$ cat src/rtl/stmn_frame_assembler_pkg.sv
// Shared constants and types for the STM-N frame assembler: frame geometry,
// fixed overhead byte values, the J0 section trace and the frame position type.
package stmn_frame_assembler_pkg;

    localparam int STM1_LENGTH = 270;
    localparam int STM1_WIDTH  = 9;
    localparam int SOH_COLS    = 9;

    localparam int TRACE_MAX = 16;
    localparam int POS_COL_W = 13;  // wide enough for 270*16 columns

    localparam logic [7:0] A1_BYTE = 8'hF6;
    localparam logic [7:0] A2_BYTE = 8'h28;
    localparam logic [7:0] Z0_BYTE = 8'hCC;
    localparam logic [7:0] CI_H1   = 8'h9B;
    localparam logic [7:0] CI_H2   = 8'hFF;

    // "PARAM N " stored twice so any trace index up to TRACE_MAX-1 is valid.
    localparam logic [0:TRACE_MAX-1][7:0] J0_TRACE = {
        8'h50, 8'h41, 8'h52, 8'h41, 8'h4D, 8'h20, 8'h4E, 8'h20,
        8'h50, 8'h41, 8'h52, 8'h41, 8'h4D, 8'h20, 8'h4E, 8'h20
    };

    typedef struct packed {
        logic [3:0]           row;
        logic [POS_COL_W-1:0] col;
    } stm_pos_t;

    typedef enum logic {
        ST_IDLE = 1'b0,
        ST_RUN  = 1'b1
    } fsm_state_t;

    // H1 carries the new-data-flag pattern, the SS bits and the pointer MSBs.
    function automatic logic [7:0] h1_byte(input logic [9:0] ptr);
        return {4'b0110, 2'b10, ptr[9:8]};
    endfunction

endpackage

$ cat src/rtl/stmn_frame_assembler_oh_gen.sv
// Combinational overhead generator: maps a frame position and J0 trace index
// to the section/pointer overhead byte and flags whether the column is overhead.
module stmn_oh_gen
    import stmn_frame_assembler_pkg::*;
#(
    parameter int STM_N     = 1,
    parameter int PTR_VALUE = 0
) (
    input  stm_pos_t   i_pos,
    input  logic [3:0] i_j0_idx,
    output logic [7:0] o_byte,
    output logic       o_is_overhead
);

    localparam logic [9:0] PTR_BITS = 10'(PTR_VALUE);
    localparam logic [7:0] H1_VAL   = h1_byte(PTR_BITS);
    localparam logic [7:0] H2_VAL   = PTR_BITS[7:0];

    localparam logic [POS_COL_W-1:0] C_N  = POS_COL_W'(STM_N);
    localparam logic [POS_COL_W-1:0] C_3N = POS_COL_W'(3 * STM_N);
    localparam logic [POS_COL_W-1:0] C_4N = POS_COL_W'(4 * STM_N);
    localparam logic [POS_COL_W-1:0] C_6N = POS_COL_W'(6 * STM_N);
    localparam logic [POS_COL_W-1:0] C_7N = POS_COL_W'(7 * STM_N);
    localparam logic [POS_COL_W-1:0] C_9N = POS_COL_W'(SOH_COLS * STM_N);

    logic [7:0] w_byte;

    always_comb begin
        w_byte = 8'h00;
        if (i_pos.row == 4'd0) begin
            if (i_pos.col < C_3N) begin
                w_byte = A1_BYTE;
            end else if (i_pos.col < C_6N) begin
                w_byte = A2_BYTE;
            end else if (i_pos.col == C_6N) begin
                w_byte = J0_TRACE[i_j0_idx];
            end else if (i_pos.col < C_7N) begin
                w_byte = Z0_BYTE;
            end
        end else if (i_pos.row == 4'd3) begin
            // AU-4 pointer row; H3 columns fall through to zero.
            if (i_pos.col < C_N) begin
                w_byte = H1_VAL;
            end else if (i_pos.col < C_3N) begin
                w_byte = CI_H1;
            end else if (i_pos.col < C_4N) begin
                w_byte = H2_VAL;
            end else if (i_pos.col < C_6N) begin
                w_byte = CI_H2;
            end
        end
    end

    assign o_byte        = w_byte;
    assign o_is_overhead = (i_pos.col < C_9N);

endmodule

$ cat src/rtl/stmn_frame_assembler.sv
// Byte-serial STM-N frame assembler: walks row/col over a 9 x 270N frame,
// emitting generated overhead or upstream VC-4 payload through one output register.
module stmn_frame_assembler
    import stmn_frame_assembler_pkg::*;
#(
    parameter int STM_N     = 1,
    parameter int PTR_VALUE = 0,
    parameter int TRACE_LEN = 8
) (
    input  logic        clk,
    input  logic        rst,
    input  logic        enable,
    input  logic [7:0]  in_data,
    input  logic        in_valid,
    output logic        in_ready,
    output logic [7:0]  out_data,
    output logic        out_valid,
    input  logic        out_ready,
    output logic        out_sof,
    output logic [15:0] frame_cnt
);

    localparam int COLS  = STM1_LENGTH * STM_N;
    localparam int COL_W = $clog2(COLS);

    localparam logic [COL_W-1:0] LAST_COL = COL_W'(COLS - 1);
    localparam logic [3:0]       LAST_ROW = 4'(STM1_WIDTH - 1);
    localparam logic [3:0]       LAST_J0  = 4'(TRACE_LEN - 1);

    fsm_state_t       r_state;
    logic [3:0]       r_row;
    logic [COL_W-1:0] r_col;
    logic [3:0]       r_j0_idx;
    logic [7:0]       r_out_data;
    logic             r_out_valid;
    logic             r_out_sof;
    logic [15:0]      r_frame_cnt;

    stm_pos_t   w_pos;
    logic [7:0] w_oh_byte;
    logic       w_is_oh;
    logic       w_run;
    logic       w_slot_free;
    logic       w_load;
    logic       w_last;
    logic       w_first;

    assign w_pos = '{row: r_row, col: POS_COL_W'(r_col)};

    stmn_oh_gen #(
        .STM_N     (STM_N),
        .PTR_VALUE (PTR_VALUE)
    ) u_oh_gen (
        .i_pos         (w_pos),
        .i_j0_idx      (r_j0_idx),
        .o_byte        (w_oh_byte),
        .o_is_overhead (w_is_oh)
    );

    assign w_run       = (r_state == ST_RUN);
    assign w_slot_free = !r_out_valid || out_ready;
    // Overhead never waits for upstream; payload columns need a valid byte.
    assign w_load      = w_run && w_slot_free && (w_is_oh || in_valid);
    assign w_last      = (r_row == LAST_ROW) && (r_col == LAST_COL);
    assign w_first     = (r_row == 4'd0) && (r_col == '0);

    assign in_ready = w_run && !w_is_oh && w_slot_free;

    always_ff @(posedge clk or posedge rst) begin
        if (rst) begin
            r_state     <= ST_IDLE;
            r_row       <= 4'd0;
            r_col       <= '0;
            r_j0_idx    <= 4'd0;
            r_out_data  <= 8'h00;
            r_out_valid <= 1'b0;
            r_out_sof   <= 1'b0;
            r_frame_cnt <= 16'd0;
        end else begin
            case (r_state)
                ST_IDLE: begin
                    if (enable) begin
                        r_state <= ST_RUN;
                    end
                end
                ST_RUN: begin
                    // enable only matters once the final byte of a frame goes out.
                    if (w_load && w_last && !enable) begin
                        r_state <= ST_IDLE;
                    end
                end
            endcase

            if (w_load) begin
                r_out_data  <= w_is_oh ? w_oh_byte : in_data;
                r_out_valid <= 1'b1;
                r_out_sof   <= w_first;
                if (w_last) begin
                    r_row       <= 4'd0;
                    r_col       <= '0;
                    r_frame_cnt <= r_frame_cnt + 16'd1;
                    r_j0_idx    <= (r_j0_idx == LAST_J0) ? 4'd0 : r_j0_idx + 4'd1;
                end else if (r_col == LAST_COL) begin
                    r_col <= '0;
                    r_row <= r_row + 4'd1;
                end else begin
                    r_col <= r_col + COL_W'(1);
                end
            end else if (out_ready) begin
                r_out_valid <= 1'b0;
                r_out_sof   <= 1'b0;
            end
        end
    end

    assign out_data  = r_out_data;
    assign out_valid = r_out_valid;
    assign out_sof   = r_out_sof;
    assign frame_cnt = r_frame_cnt;

endmodule
$ cat config.mk
export PLATFORM = sky130hd
export DESIGN_NAME = stmn_frame_assembler
export DESIGN_NICKNAME = d
export VERILOG_FILES = /design/src/rtl/stmn_frame_assembler_pkg.sv /design/src/rtl/stmn_frame_assembler_oh_gen.sv /design/src/rtl/stmn_frame_assembler.sv
export SDC_FILE = /design/constraint.sdc
export NUM_CORES = 1
export LEC_CHECK = 0
export CAP_MARGIN = 25
export CORE_UTILIZATION = 54
export DETAILED_ROUTE_END_ITERATION = 6
export GPL_TIMING_DRIVEN = 0
export PLACE_DENSITY = 0.92
export SYNTH_ARGS = -nofsm -noshare
export SYNTH_HDL_FRONTEND = slang
export SYNTH_SLANG_ARGS = --single-unit
$ cat constraint.sdc
create_clock -name clk -period 2.85 [get_ports clk]
set_input_delay 0.57 -clock clk [delete_from_list [all_inputs] [get_ports clk]]
set_output_delay 0.57 -clock clk [all_outputs]
set_load 0.02 [all_outputs]
==> impl_metrics.ini, run 1 <==
[worst_hold_path]
hold_depth = 1
hp-class = flop to flop
hold_path_end = frame_cnt[15]$_DFFE_PP0P_
min_from = frame_cnt[15]$_DFFE_PP0P_

[power]
p_leak_uw = 0.001402
powerDensity_mw_per_mm2 = 753.9
ir_worst_vdd_v = 0.0003007
switching_power_uw = 942.6
swShare = 0.4019
internal_power_uw = 1402
combPwrFrac = 0.434
pwr-share-seq = 0.355
clockPowerShare = 0.211

[setup_path]
critPathLaunchType = flop
cp-end-kind = output pin
cp_top_family = simple AND/OR/NAND/NOR gates
ff2ff_path_depth = 9
crit_required_ns = 2.28
r2r_setup_slack_ns = 0.46
crit_path_start = r_col[4]$_DFFE_PP0P_
crit_chain = or4_1 -> nor3_2 -> buf_4 -> nor2_1 -> dlygate4sd2_1
crit_arrival_ns = 2.16
worstPathMaxFanout = 10
reg2reg_from = r_col[1]$_DFFE_PP0P_
path_buf_inv = 2
cpPeakStageDelay_ns = 0.59
cp.depth = 5
cpMaxStageDelayCell = or4_1
crit_type = flop to output pin
r2r-end = r_j0_idx[3]$_DFFE_PP0P_

[finish]
insertedDiodeCount = 0
final_common_cell = dfrtp_1
register_area_mm2 = 0.001101
multiInputGateArea_mm2 = 0.001311
final_nets = 331
drive_gt1_frac = 0.09385
final_cells = 361
final_cell_mix = dfrtp_1 (44), clkdlybuf4s50_1 (38), nand2_1 (26), o21ai_0 (18), nor2_1 (17)
area_growth_pct = 23.50
fin_area_mm2 = 0.003110
fillers = 344

[clock_network]
h-tree-depth = 2
clk_pin_slew_worst_paths_ns = 0.08
cts_tree = yes
clock_path_buffers = 2
clock-sinks = 44
insertion_delay_ns = 0.31
cts_root_buf = clkbuf_8
numCtsBuffers = 5

[synthesis]
yosysTopAreaCell = dfrtp_1
syn_area_per_cell_um2 = 9.650
synth_area_mm2 = 0.002519
synth_edf_count = 0
synth_ff_type = dfrtp_1
synthCells = 261
ys_types = 55
synthArstFlopShare = 1.000
yosys-top-cells-area = dfrtp_1 (44%), ha_1 (5.0%), nand2_1 (3.9%)
ys_seq_elements = 44
synth.net_count = 284
ys_seq_area_frac = 0.4372
ys_warn_count = 0
synth_top_cell_area_share = 0.4372

[floorplanning]
start_util = 0.5706
io_pins = 40
num_rows = 24
die_height_um = 70.30
die_w_um = 70.30
die_area_mm2 = 0.004941
core_mm2 = 0.004414

[timing]
slew_headroom = 0.5252
finalSetupTns_ns = 0
tightest_slew_ns = 0.7106
finalHoldViolCount = 0
finalClockSkew_ns = 0.01086
rsz0062_at_grt = false
fin_crit_ns = 2.728
fin_crit_sh = 0.9571
slew_violations = 0
setup_viol = 0
timing.fmax_mhz = 366.6

[global_route]
grt_max_degree = 31
grt_overflow = 0
grt_pass1_wl_um = 9404
grtUsageTotal = 0.2458
grt_pass1_vias = 1966
antenna_found_initial = 0

[drt]
drtIter0Drc = 184
vias = 2124
drcViolationCount = 0
antenna_left = 0
wl_met1_um = 2534
first_pass_iters = 4
wl_met3_um = 270
wl_met2_um = 2677
wl_um = 5575
wire_per_inst_um = 15.44
viasPerCell = 5.884
topRoutingLayerUsed = met4

[flow_run]
maxCapViolCount = 0

[place]
hpwl_um = 4075
globalplace.congestion = 0.9265
portBuffers = 39
dp.cells = 353
place_area_mm2 = 0.002994

[outcome]
status = completed
[cell usage after synthesis (7+ instances only)]
cell,number
xor2_1,10
a21oi_1,8
o21ai_0,18
xnor2_1,7
nand2_1,26
dfrtp_1,44
nor2_1,17
nor3_1,8
nand3_1,16
inv_1,11
ha_1,10
[power groups by stage]
stage / clock network (µW) / logic, µW / registers, µW
floorplan: 0 / 614 / 896
CTS: 504 / 1010 / 832
finish: 494 / 1020 / 833
global placement: 0 / 976 / 837
global route: 528 / 1110 / 849
detailed placement: 0 / 1010 / 843
[layer usage]
metal | vias to the layer above | global-route usage
met2 | 68 | 0.3958
met4 | 0 | 0.07333
met5 | - | 0
li1 | 1034 | -
met1 | 1009 | 0.3221
met3 | 13 | 0.06782
[how the worst max path moves through the flow]
stage	end	slack, ns
after floorplan	r_j0_idx[3]$_DFFE_PP0P_	0.77
after global placement	in_ready	0.22
after detailed placement	in_ready	0.16
after CTS	in_ready	0.10
after global routing	in_ready	0.01
final	in_ready	0.12
[cell type report]
class                      count  share of cell area
timing repair buffer          40              0.1315
sequential                    44              0.3540
tap                           52             0.02092
multi-input combinational    195              0.4216
buffer                        11             0.02172
clock buffer                   5             0.02212
clock inverter                 3             0.01488
inverter                      11             0.01327
[what timing repair did]
item,4_1_cts,5_1_grt
setup buffers,0,0
endpoints found under the setup margin,1,0
hold buffers,0,0
gates resized for setup,2,0
[cell families (layout without fill, tap and decap cells)]
kind of cell,Yosys count,count (layout),share of synthesized area
xor gates and xnor gates,17,17,0.05911
adders and majority gates,10,10,0.04968
muxes,7,7,0.03229
AOI/OAI and AO/OA,56,56,0.1406
DFF,44,44,0.4372
buffers and inverters,22,70,0.04222
and+or+nand+nor,105,105,0.2390
[state kept, by name, indices dropped and copies added, names as in the netlist]
name / cells
frame_cnt: 16
r_col: 9
out_data: 8
r_j0_idx: 4
r_row: 4
out_sof: 1
out_valid: 1
r_state: 1
[through the flow]
step             util  power (µW)  setup WS [ns]  hold WS [ns]
3_3_place_gp   0.6738        1813         0.2190        0.4570
4_1_cts        0.7046        2345         0.1003        0.4804
6_report       0.7046        2345         0.1223        0.4783
3_5_place_dp   0.6783        1849         0.1595        0.4622
2_1_floorplan       -        1510         0.7717        0.5053
5_1_grt        0.7046        2484        0.01351        0.4954
Note: power is estimated with default switching activity, not from simulation.
==> run 2: changes to the inputs <==
- ABC_AREA: not set -> 0
==> results of run 2 <==
The final DEF is identical to that of run 1; final timing and power are the same.
